### config.mk
export PLATFORM = sky130hd
export DESIGN_NAME = cal1d_fp16_pool_sum_seq
export DESIGN_NICKNAME = d
export VERILOG_FILES = /design/src/rtl/cal1d_fp16_pool_sum_seq.sv
export SDC_FILE = /design/constraint.sdc
export NUM_CORES = 1
export LEC_CHECK = 0
export CORE_MARGIN = 10
export CORE_UTILIZATION = 36
export CTS_CLUSTER_SIZE = 8
export DETAILED_ROUTE_END_ITERATION = 7
export PLACE_DENSITY_LB_ADDON = 0.15
export SKIP_CTS_REPAIR_TIMING = 1
export SYNTH_ARGS = -nofsm -noshare
export SYNTH_HDL_FRONTEND = slang
export SYNTH_SLANG_ARGS = --single-unit
### constraint.sdc
create_clock -name nvdla_core_clk -period 2.8 [get_ports nvdla_core_clk]
set_input_delay 0.28 -clock nvdla_core_clk [delete_from_list [all_inputs] [get_ports nvdla_core_clk]]
set_output_delay 0.28 -clock nvdla_core_clk [all_outputs]
set_load 0.03 [all_outputs]
### src/rtl/cal1d_fp16_pool_sum_seq.sv
// ---------------------------------------------------------------------------
// cal1d_fp16_pool_sum_seq
//
// Sequencer for the 4-lane fp17 pool-sum adder array in the PDP 1D pooling
// path. Collects a window of K = cfg_kernel_width + 1 input vectors into one
// sum vector. The first element of a window is copied into the accumulator.
// Each later element is sent to the external adder together with the
// accumulator, and the adder result is written back into the accumulator.
// Only one add is ever outstanding.
//
// Ports
//   nvdla_core_clk / nvdla_core_rst : clock, asynchronous active-high reset
//   cfg_kernel_width               : window size minus one, sampled on the
//                                    first element of each window
//   in_pvld / in_prdy / in_data_*  : input element stream (4 x fp17)
//   add_in_pvld / add_in_prdy      : operand handshake to the adder
//   add_a_* / add_b_*              : adder operands (accumulator, element)
//   add_out_pvld / add_out_prdy    : result handshake from the adder
//   add_z_*                        : adder result lanes
//   out_pvld / out_prdy / out_z_*  : window sum stream (4 x fp17)
//   busy                           : high whenever a window is in progress
// ---------------------------------------------------------------------------
module cal1d_fp16_pool_sum_seq #(
    parameter int KW_BITS = 3
) (
    input  logic               nvdla_core_clk,
    input  logic               nvdla_core_rst,
    input  logic [KW_BITS-1:0] cfg_kernel_width,

    input  logic               in_pvld,
    output logic               in_prdy,
    input  logic [16:0]        in_data_0,
    input  logic [16:0]        in_data_1,
    input  logic [16:0]        in_data_2,
    input  logic [16:0]        in_data_3,

    output logic               add_in_pvld,
    input  logic               add_in_prdy,
    output logic [16:0]        add_a_0,
    output logic [16:0]        add_a_1,
    output logic [16:0]        add_a_2,
    output logic [16:0]        add_a_3,
    output logic [16:0]        add_b_0,
    output logic [16:0]        add_b_1,
    output logic [16:0]        add_b_2,
    output logic [16:0]        add_b_3,

    input  logic               add_out_pvld,
    output logic               add_out_prdy,
    input  logic [16:0]        add_z_0,
    input  logic [16:0]        add_z_1,
    input  logic [16:0]        add_z_2,
    input  logic [16:0]        add_z_3,

    output logic               out_pvld,
    input  logic               out_prdy,
    output logic [16:0]        out_z_0,
    output logic [16:0]        out_z_1,
    output logic [16:0]        out_z_2,
    output logic [16:0]        out_z_3,

    output logic               busy
);

    typedef enum logic [1:0] {
        IDLE  = 2'd0,
        ISSUE = 2'd1,
        WAIT  = 2'd2,
        OUT   = 2'd3
    } state_t;

    state_t              state_q;
    logic [3:0][16:0]    acc_q;
    // One bit wider than the kernel field so K = 2^KW_BITS fits without wrap.
    logic [KW_BITS:0]    cnt_q;
    logic [KW_BITS-1:0]  kw_q;

    logic [3:0][16:0]    in_data;
    logic [3:0][16:0]    add_z;

    assign in_data = {in_data_3, in_data_2, in_data_1, in_data_0};
    assign add_z   = {add_z_3, add_z_2, add_z_1, add_z_0};

    // -----------------------------------------------------------------------
    // Control FSM. All lanes move together, so one accumulator register
    // vector is updated under a single enable.
    // -----------------------------------------------------------------------
    always_ff @(posedge nvdla_core_clk or posedge nvdla_core_rst) begin
        if (nvdla_core_rst) begin
            state_q <= IDLE;
            acc_q   <= '0;
            cnt_q   <= '0;
            kw_q    <= '0;
        end else begin
            case (state_q)
                IDLE: begin
                    if (in_pvld) begin
                        // First element seeds the accumulator directly.
                        acc_q   <= in_data;
                        kw_q    <= cfg_kernel_width;
                        cnt_q   <= (KW_BITS+1)'(1);
                        state_q <= (cfg_kernel_width == '0) ? OUT : ISSUE;
                    end
                end
                ISSUE: begin
                    if (in_pvld && add_in_prdy) begin
                        state_q <= WAIT;
                    end
                end
                WAIT: begin
                    // Adder latency is unbounded; simply park here.
                    if (add_out_pvld) begin
                        acc_q   <= add_z;
                        cnt_q   <= cnt_q + 1'b1;
                        // cnt_q counts elements already in acc before this add.
                        state_q <= (cnt_q == {1'b0, kw_q}) ? OUT : ISSUE;
                    end
                end
                OUT: begin
                    // Return to IDLE only; next window starts a cycle later.
                    if (out_prdy) begin
                        state_q <= IDLE;
                    end
                end
                default: state_q <= IDLE;
            endcase
        end
    end

    // -----------------------------------------------------------------------
    // Output decode. Only the ISSUE-state handshake is a combinational
    // pass-through between the input stream and the adder input.
    // -----------------------------------------------------------------------
    assign in_prdy      = (state_q == IDLE) || ((state_q == ISSUE) && add_in_prdy);
    assign add_in_pvld  = (state_q == ISSUE) && in_pvld;
    assign add_out_prdy = (state_q == WAIT);
    assign out_pvld     = (state_q == OUT);
    assign busy         = (state_q != IDLE);

    assign add_a_0 = acc_q[0];
    assign add_a_1 = acc_q[1];
    assign add_a_2 = acc_q[2];
    assign add_a_3 = acc_q[3];

    assign add_b_0 = in_data[0];
    assign add_b_1 = in_data[1];
    assign add_b_2 = in_data[2];
    assign add_b_3 = in_data[3];

    assign out_z_0 = acc_q[0];
    assign out_z_1 = acc_q[1];
    assign out_z_2 = acc_q[2];
    assign out_z_3 = acc_q[3];

endmodule
==> flow_metrics.py, run 1 <==
metrics = {
    "final_layout": {
        "n_antenna_cell": 0,
        "fillers": 1093,
        "layout.nets": 773,
        "area_growth_pct": 59.45,
        "drive_gt1_frac": 0.2674,
        "multi_input_area_um2": 1851,
        "instances_no_fill": 808,
        "fin_area_um2": 7926,
        "regArea_um2": 1927,
    },
    "sta": {
        "setup_viol": 0,
        "slew_violations": 0,
        "tightestPinTransition_ns": 0.7111,
        "period_minus_slack_ns": 2.247,
        "fin_worst_skew_ns": 0.003452,
        "relSlewSlack": 0.5254,
        "hold_viol_final": 0,
        "finalCritPeriodShare": 0.8026,
        "hold_slack_ns": 0.3704,
        "finalSetupTns_ns": 0,
        "clock.fmax_mhz": 445.0,
        "rsz0062_at_grt": "no",
    },
    "clocking": {
        "clk_path_buf_depth": 2,
        "cts_max_level": 3,
        "cts-root-buf": "clkbuf_16",
        "clk_latency_ns": 0.33,
        "cts_tree": "built",
        "clock_sink_count": 77,
        "path_clk_slew_ns": 0.06,
        "numCtsBuffers": 9,
    },
    "placement": {
        "hpwlAfterDp_mm": 13.93,
        "placed_cell_area_um2": 7601,
        "dp_cells": 792,
        "port_buffers": 353,
        "gp_congestion": 0.7908,
    },
    "global_route": {
        "grt_max_degree": 41,
        "grt_use_total": 0.1643,
        "grt_use_met2": 0.3143,
        "antenna_found_initial": 0,
        "met3_usage": 0.05827,
        "grt_first_pass_wirelength_mm": 24.07,
        "gr-total-overflow": 0,
        "top_usage_layer": "met2",
        "grt_pass1_vias": 4065,
        "met1_usage": 0.1625,
    },
    "pwr": {
        "p_leak_nw": 3.119,
        "pwr_density_cell_nw_per_um2": 1286,
        "internal-power_w": 0.005649,
        "finalPower_w": 0.01019,
        "power_frac_comb": 0.660,
        "p_sw_frac": 0.4459,
        "power_frac_clock": 0.123,
        "vdd_drop_max_mv": 0.6658,
        "p_sw_w": 0.004545,
        "power_frac_seq": 0.217,
    },
    "floorplan": {
        "die_area_um2": 18910,
        "die_h_um": 137.5,
        "die_w_um": 137.5,
        "rows": 42,
        "fp.coreArea_um2": 13400,
        "ioPinCount": 354,
        "initial_core_util": 0.3710,
    },
    "routing": {
        "ant_nets": 0,
        "drt_iter0_markers": 144,
        "post-route-drc-count": 0,
        "detail_route.vias_per_cell": 4.501,
        "via_count": 3637,
        "routedWlPerCell_um": 20.69,
        "wl_mm": 16.72,
        "first_pass_iters": 4,
    },
    "critical_path": {
        "endpoint_kind": "output pin",
        "crit_required_ns": 2.52,
        "cp_data_arrival_time_ns": 1.97,
        "startpoint_type": "register",
        "crit_type": "reg2out",
        "reg2reg_depth": 4,
        "cp_max_fo": 13,
    },
    "status": {
        "status": "finished clean",
    },
    "worst_hold_path": {
        "hold_path_class": "in2async",
    },
    "yosys": {
        "synth.mux.area_fraction": 0.3237,
        "syn_nets": 556,
        "syn-cell-area_um2": 4971,
        "synth_top_family_by_area": "multiplexers",
        "syn_inst": 410,
        "syn_area_per_cell_um2": 12.12,
        "synth-compound-area-share": 0.01686,
        "yosys.area_share.adder": 0.002517,
        "synthFlopType": "dfrtp_1",
        "synth.distinct_cells": 27,
        "async_flop_share": 1.000,
        "synthSimpleGateAreaFrac": 0.02089,
        "synth_seq_cells": 77,
        "ys_seq_area_frac": 0.3876,
        "yosysWarnings": 0,
        "synth_xor_xnor_area_share": 0.005286,
        "synth_edf_count": 0,
    },
    "flow_run": {
        "drv_cap": 0,
    },
}
[state kept, by name, indices dropped and copies added, names as in the netlist]
name and count:
add_a_2 17, cnt_q 4, add_a_1 17, state_q 2, add_a_0 17, add_a_3 17
kw_q 3
[synthesized netlist by cell type (2+ instances only)]
cell type,number,share of area
nor2b_1,2,0.0025
a22o_1,3,0.0053
mux2_2,142,0.32
inv_1,3,0.0023
o21bai_1,2,0.0030
nor2_1,5,0.0038
buf_4,136,0.21
dfrtp_1,77,0.39
nand4_1,2,0.0025
buf_6,15,0.034
clkbuf_1,2,0.0015
xnor2_1,3,0.0053
nand2_1,4,0.0030
[per-stage QoR]
| stage | utilization | setup WS (ns) |
|---|---|---|
| 6_report | 0.5915 | 0.5527 |
| 5_1_grt | 0.5915 | 0.4220 |
| 4_1_cts | 0.5915 | 0.5180 |
| 3_5_place_dp | 0.5672 | 0.6123 |
| 3_3_place_gp | 0.5672 | 0.6650 |
| 2_1_floorplan | - | 0.5533 |
[cell type report]
| cell class | instances | share of cell area |
|---|---|---|
| multi-input cells | 177 | 0.2335 |
| well taps | 176 | 0.02778 |
| flip-flops and latches | 77 | 0.2431 |
| repair buffers | 359 | 0.4530 |
| inverters | 3 | 0.001579 |
| clock buffers | 10 | 0.03015 |
| clock inverters | 6 | 0.01089 |
[critical path, stage by stage (launching register included)]
cell,delay (ns)
dfrtp_1,0.65
inv_1,0.16
nor2_1,0.12
clkdlybuf4s50_1,0.70
[power by group through the flow]
stage	sequential [W]	clock (W)	combinational [W]
after CTS	0.00224	0.00129	0.00684
after global routing	0.00231	0.00134	0.00704
after detailed placement	0.00225	0	0.00682
final	0.00221	0.00125	0.00673
after global placement	0.00224	0	0.00677
after floorplan	0.00311	0	0.00392
[layer usage]
metal | wire, µm | part of all wire
met5 | 0 | 0
met3 | 1719 | 0.10
met2 | 9117 | 0.55
met1 | 5724 | 0.34
met4 | 157 | 0.0094
[cell usage in the layout (no fill, tap or decap), types with 2 or more instances in the layout]
cell type	n
inv_1	2
nand2_1	4
bufinv_16	2
buf_4	5
a22o_1	3
nand4_1	2
nor2_1	5
mux2_2	142
clkdlybuf4s50_1	353
o21bai_1	2
xnor2_1	3
clkbuf_16	9
clkinv_2	3
dfrtp_1	77
[logic make-up after synthesis]
kind of cell / after synthesis
and+or+nand+nor: 19
adders and majority gates: 1
xor gates and xnor gates: 3
buffers and inverters: 156
muxes: 143
AOI/OAI and AO/OA: 11
DFF: 77
[path summary, 6_finish.rpt]
path                                  to      startpoint  slack (ns)
max                          add_in_pvld      state_q[0]        0.55
min                           add_a_3[1]  nvdla_core_rst        0.37
max reg2reg                  add_a_0[16]      state_q[0]        0.76
min reg2reg                      kw_q[1]         kw_q[1]        0.53
max in group asynchronous     add_a_1[1]  nvdla_core_rst        1.78
min in group nvdla_core_clk      kw_q[1]         kw_q[1]        0.53
No activity file was read; power rests on OpenSTA's default activity.
==> run 2, diff against run 1 <==
CORE_UTILIZATION = 32   (was 36)
clock period = 1.99 ns   (was 2.8 ns; I/O delays follow)
==> flow_metrics.py, run 2 (synthesized netlist as in run 1, its figures left out) <==
metrics = {
    "global_route": {
        "grt_pass1_vias": 4180,
        "antenna_found_initial": 0,
        "grt_max_degree": 43,
        "gr-total-overflow": 0,
        "grt_use_total": 0.1480,
        "grt_first_pass_wirelength_mm": 24.08,
    },
    "clocking": {
        "cts_max_level": 3,
        "path_clk_slew_ns": 0.06,
        "clock_sink_count": 77,
        "cts_tree": "built",
        "numCtsBuffers": 9,
        "clk_latency_ns": 0.33,
        "cts-root-buf": "clkbuf_16",
        "clk_path_buf_depth": 2,
    },
    "sta": {
        "slew_violations": 0,
        "setup_viol": 0,
        "relSlewSlack": 0.6432,
        "hold_slack_ns": 0.3483,
        "period_minus_slack_ns": 1.897,
        "hold_viol_final": 0,
        "clock.fmax_mhz": 527.1,
        "rsz0062_at_grt": "no",
        "fin_worst_skew_ns": 0.003991,
        "finalSetupTns_ns": 0,
        "tightestPinTransition_ns": 0.5352,
        "finalCritPeriodShare": 0.9533,
    },
    "routing": {
        "drt_iter0_markers": 92,
        "detail_route.vias_per_cell": 4.473,
        "via_count": 3672,
        "ant_nets": 0,
        "routedWlPerCell_um": 20.13,
        "first_pass_iters": 4,
        "wl_mm": 16.52,
        "post-route-drc-count": 0,
    },
    "placement": {
        "hpwlAfterDp_mm": 13.97,
        "dp_cells": 807,
        "port_buffers": 353,
        "gp_congestion": 0.7520,
    },
    "critical_path": {
        "reg2reg_from": "state_q[1]",
        "startpoint_type": "register",
        "critical-path-top-delay-family": "buffers and inverters",
        "r2r_slack_ns": 0.29,
        "crit_buf_inv": 2,
        "cpMaxStageDelayCell": "clkdlybuf4s50_1",
        "cp_max_fo": 14,
        "reg2reg_depth": 5,
        "endpoint_kind": "output pin",
        "path_cells": "buf_4 -> and2_1 -> clkdlybuf4s50_1",
        "max_stage_delay_ns": 0.68,
        "r2r-end": "add_a_1[2]",
        "crit_type": "reg2out",
        "crit_required_ns": 1.79,
        "cp_data_arrival_time_ns": 1.70,
    },
    "floorplan": {
        "rows": 45,
        "ioPinCount": 354,
        "fp.coreArea_um2": 15200,
        "die_area_um2": 20920,
        "initial_core_util": 0.3270,
        "die_w_um": 144.6,
        "die_h_um": 144.6,
    },
    "pwr": {
        "p_sw_frac": 0.4516,
        "p_sw_w": 0.006394,
        "vdd_drop_max_mv": 0.9522,
        "power_frac_seq": 0.222,
        "internal-power_w": 0.007763,
        "pwr_density_cell_nw_per_um2": 1783,
        "power_frac_comb": 0.679,
        "p_leak_nw": 3.129,
        "power_frac_clock": 0.099,
    },
    "final_layout": {
        "post-route-util": 0.5222,
        "instances_no_fill": 821,
        "mostFrequentLayoutCells": "clkdlybuf4s50_1, mux2_2, dfrtp_1, clkbuf_16, buf_4",
        "drive_gt1_frac": 0.2686,
        "n_antenna_cell": 0,
        "layout.nets": 776,
        "final_common_cell": "clkdlybuf4s50_1",
        "area_growth_pct": 59.70,
    },
    "status": {
        "status": "finished clean",
    },
    "flow_run": {
        "drv_cap": 0,
    },
    "worst_hold_path": {
        "hold_path_class": "in2async",
    },
}
-- run 2: cell types whose count changed in the layout (fill, tap and decap cells not counted) --
cell,previous run,this run
buf_12,1,5
clkdlybuf4s50_1,353,349
bufinv_16,2,0
clkbuf_1,0,2
dlymetal6s2s_1,0,2
buf_4,5,6
clkbuf_8,1,0
clkinv_4,1,0
-- run 2: cell type report --
class | count | area [µm²]
Sequential cell | 77 | 1927
Tap cell | 188 | 235.2
Inverter | 3 | 15.01
Timing Repair Buffer | 362 | 3664
Clock inverter | 3 | 15.01
Fill cell | 1341 | 7263
Multi-Input combinational cell | 177 | 1851
Clock buffer | 11 | 232.7
-- run 2: power by group through the flow --
stage                     registers [W]  clock network [W]  logic, W
final                           0.00314            0.00140   0.00962
after global routing            0.00328            0.00153    0.0101
after CTS                       0.00318            0.00146   0.00977
after detailed placement        0.00319                  0   0.00974
after global placement          0.00317                  0   0.00969
after floorplan                 0.00438                  0   0.00551
-- run 2: worst max-delay path by stage --
| stage | startpoint | end | slack, ns | depth (start not counted) |
|---|---|---|---|---|
| after floorplan | state_q[1] | add_a_0[12] | 0.40 | 5 |
| after global placement | add_in_prdy | in_prdy | 0.19 | 4 |
| after detailed placement | in_pvld | add_a_1[8] | 0.16 | 5 |
| after CTS | state_q[1] | busy | 0.0005 | 3 |
| after global routing | state_q[1] | out_pvld | 0.05 | 3 |
| final | state_q[1] | out_pvld | 0.09 | 3 |
-- run 2: through the flow --
stage | cell area [µm²] | power [W] | worst slack, ns
finish | 7939 | 0.01416 | 0.09295
global route | 7939 | 0.01490 | 0.04572
CTS | 7934 | 0.01441 | 0.0004508
detailed placement | 7686 | 0.01293 | 0.1550
global placement | 7686 | 0.01286 | 0.1891
floorplan | 4975 | 0.009891 | 0.3998
-- run 2: worst register-to-register path, cell delays in order (launching register included) --
cell and delay, ns:
dfrtp_1 0.38, buf_4 0.19, nand2b_4 0.17, a21oi_4 0.20
buf_12 0.24, mux2_2 0.39
-- run 2: metal layers --
metal  track usage  up-vias  part of all wire
li1              -     1714                 -
met1        0.1381     1743              0.33
met2        0.2846      198              0.54
met3       0.06100       17              0.11
met4       0.04521        0             0.016
met5             0        -                 0
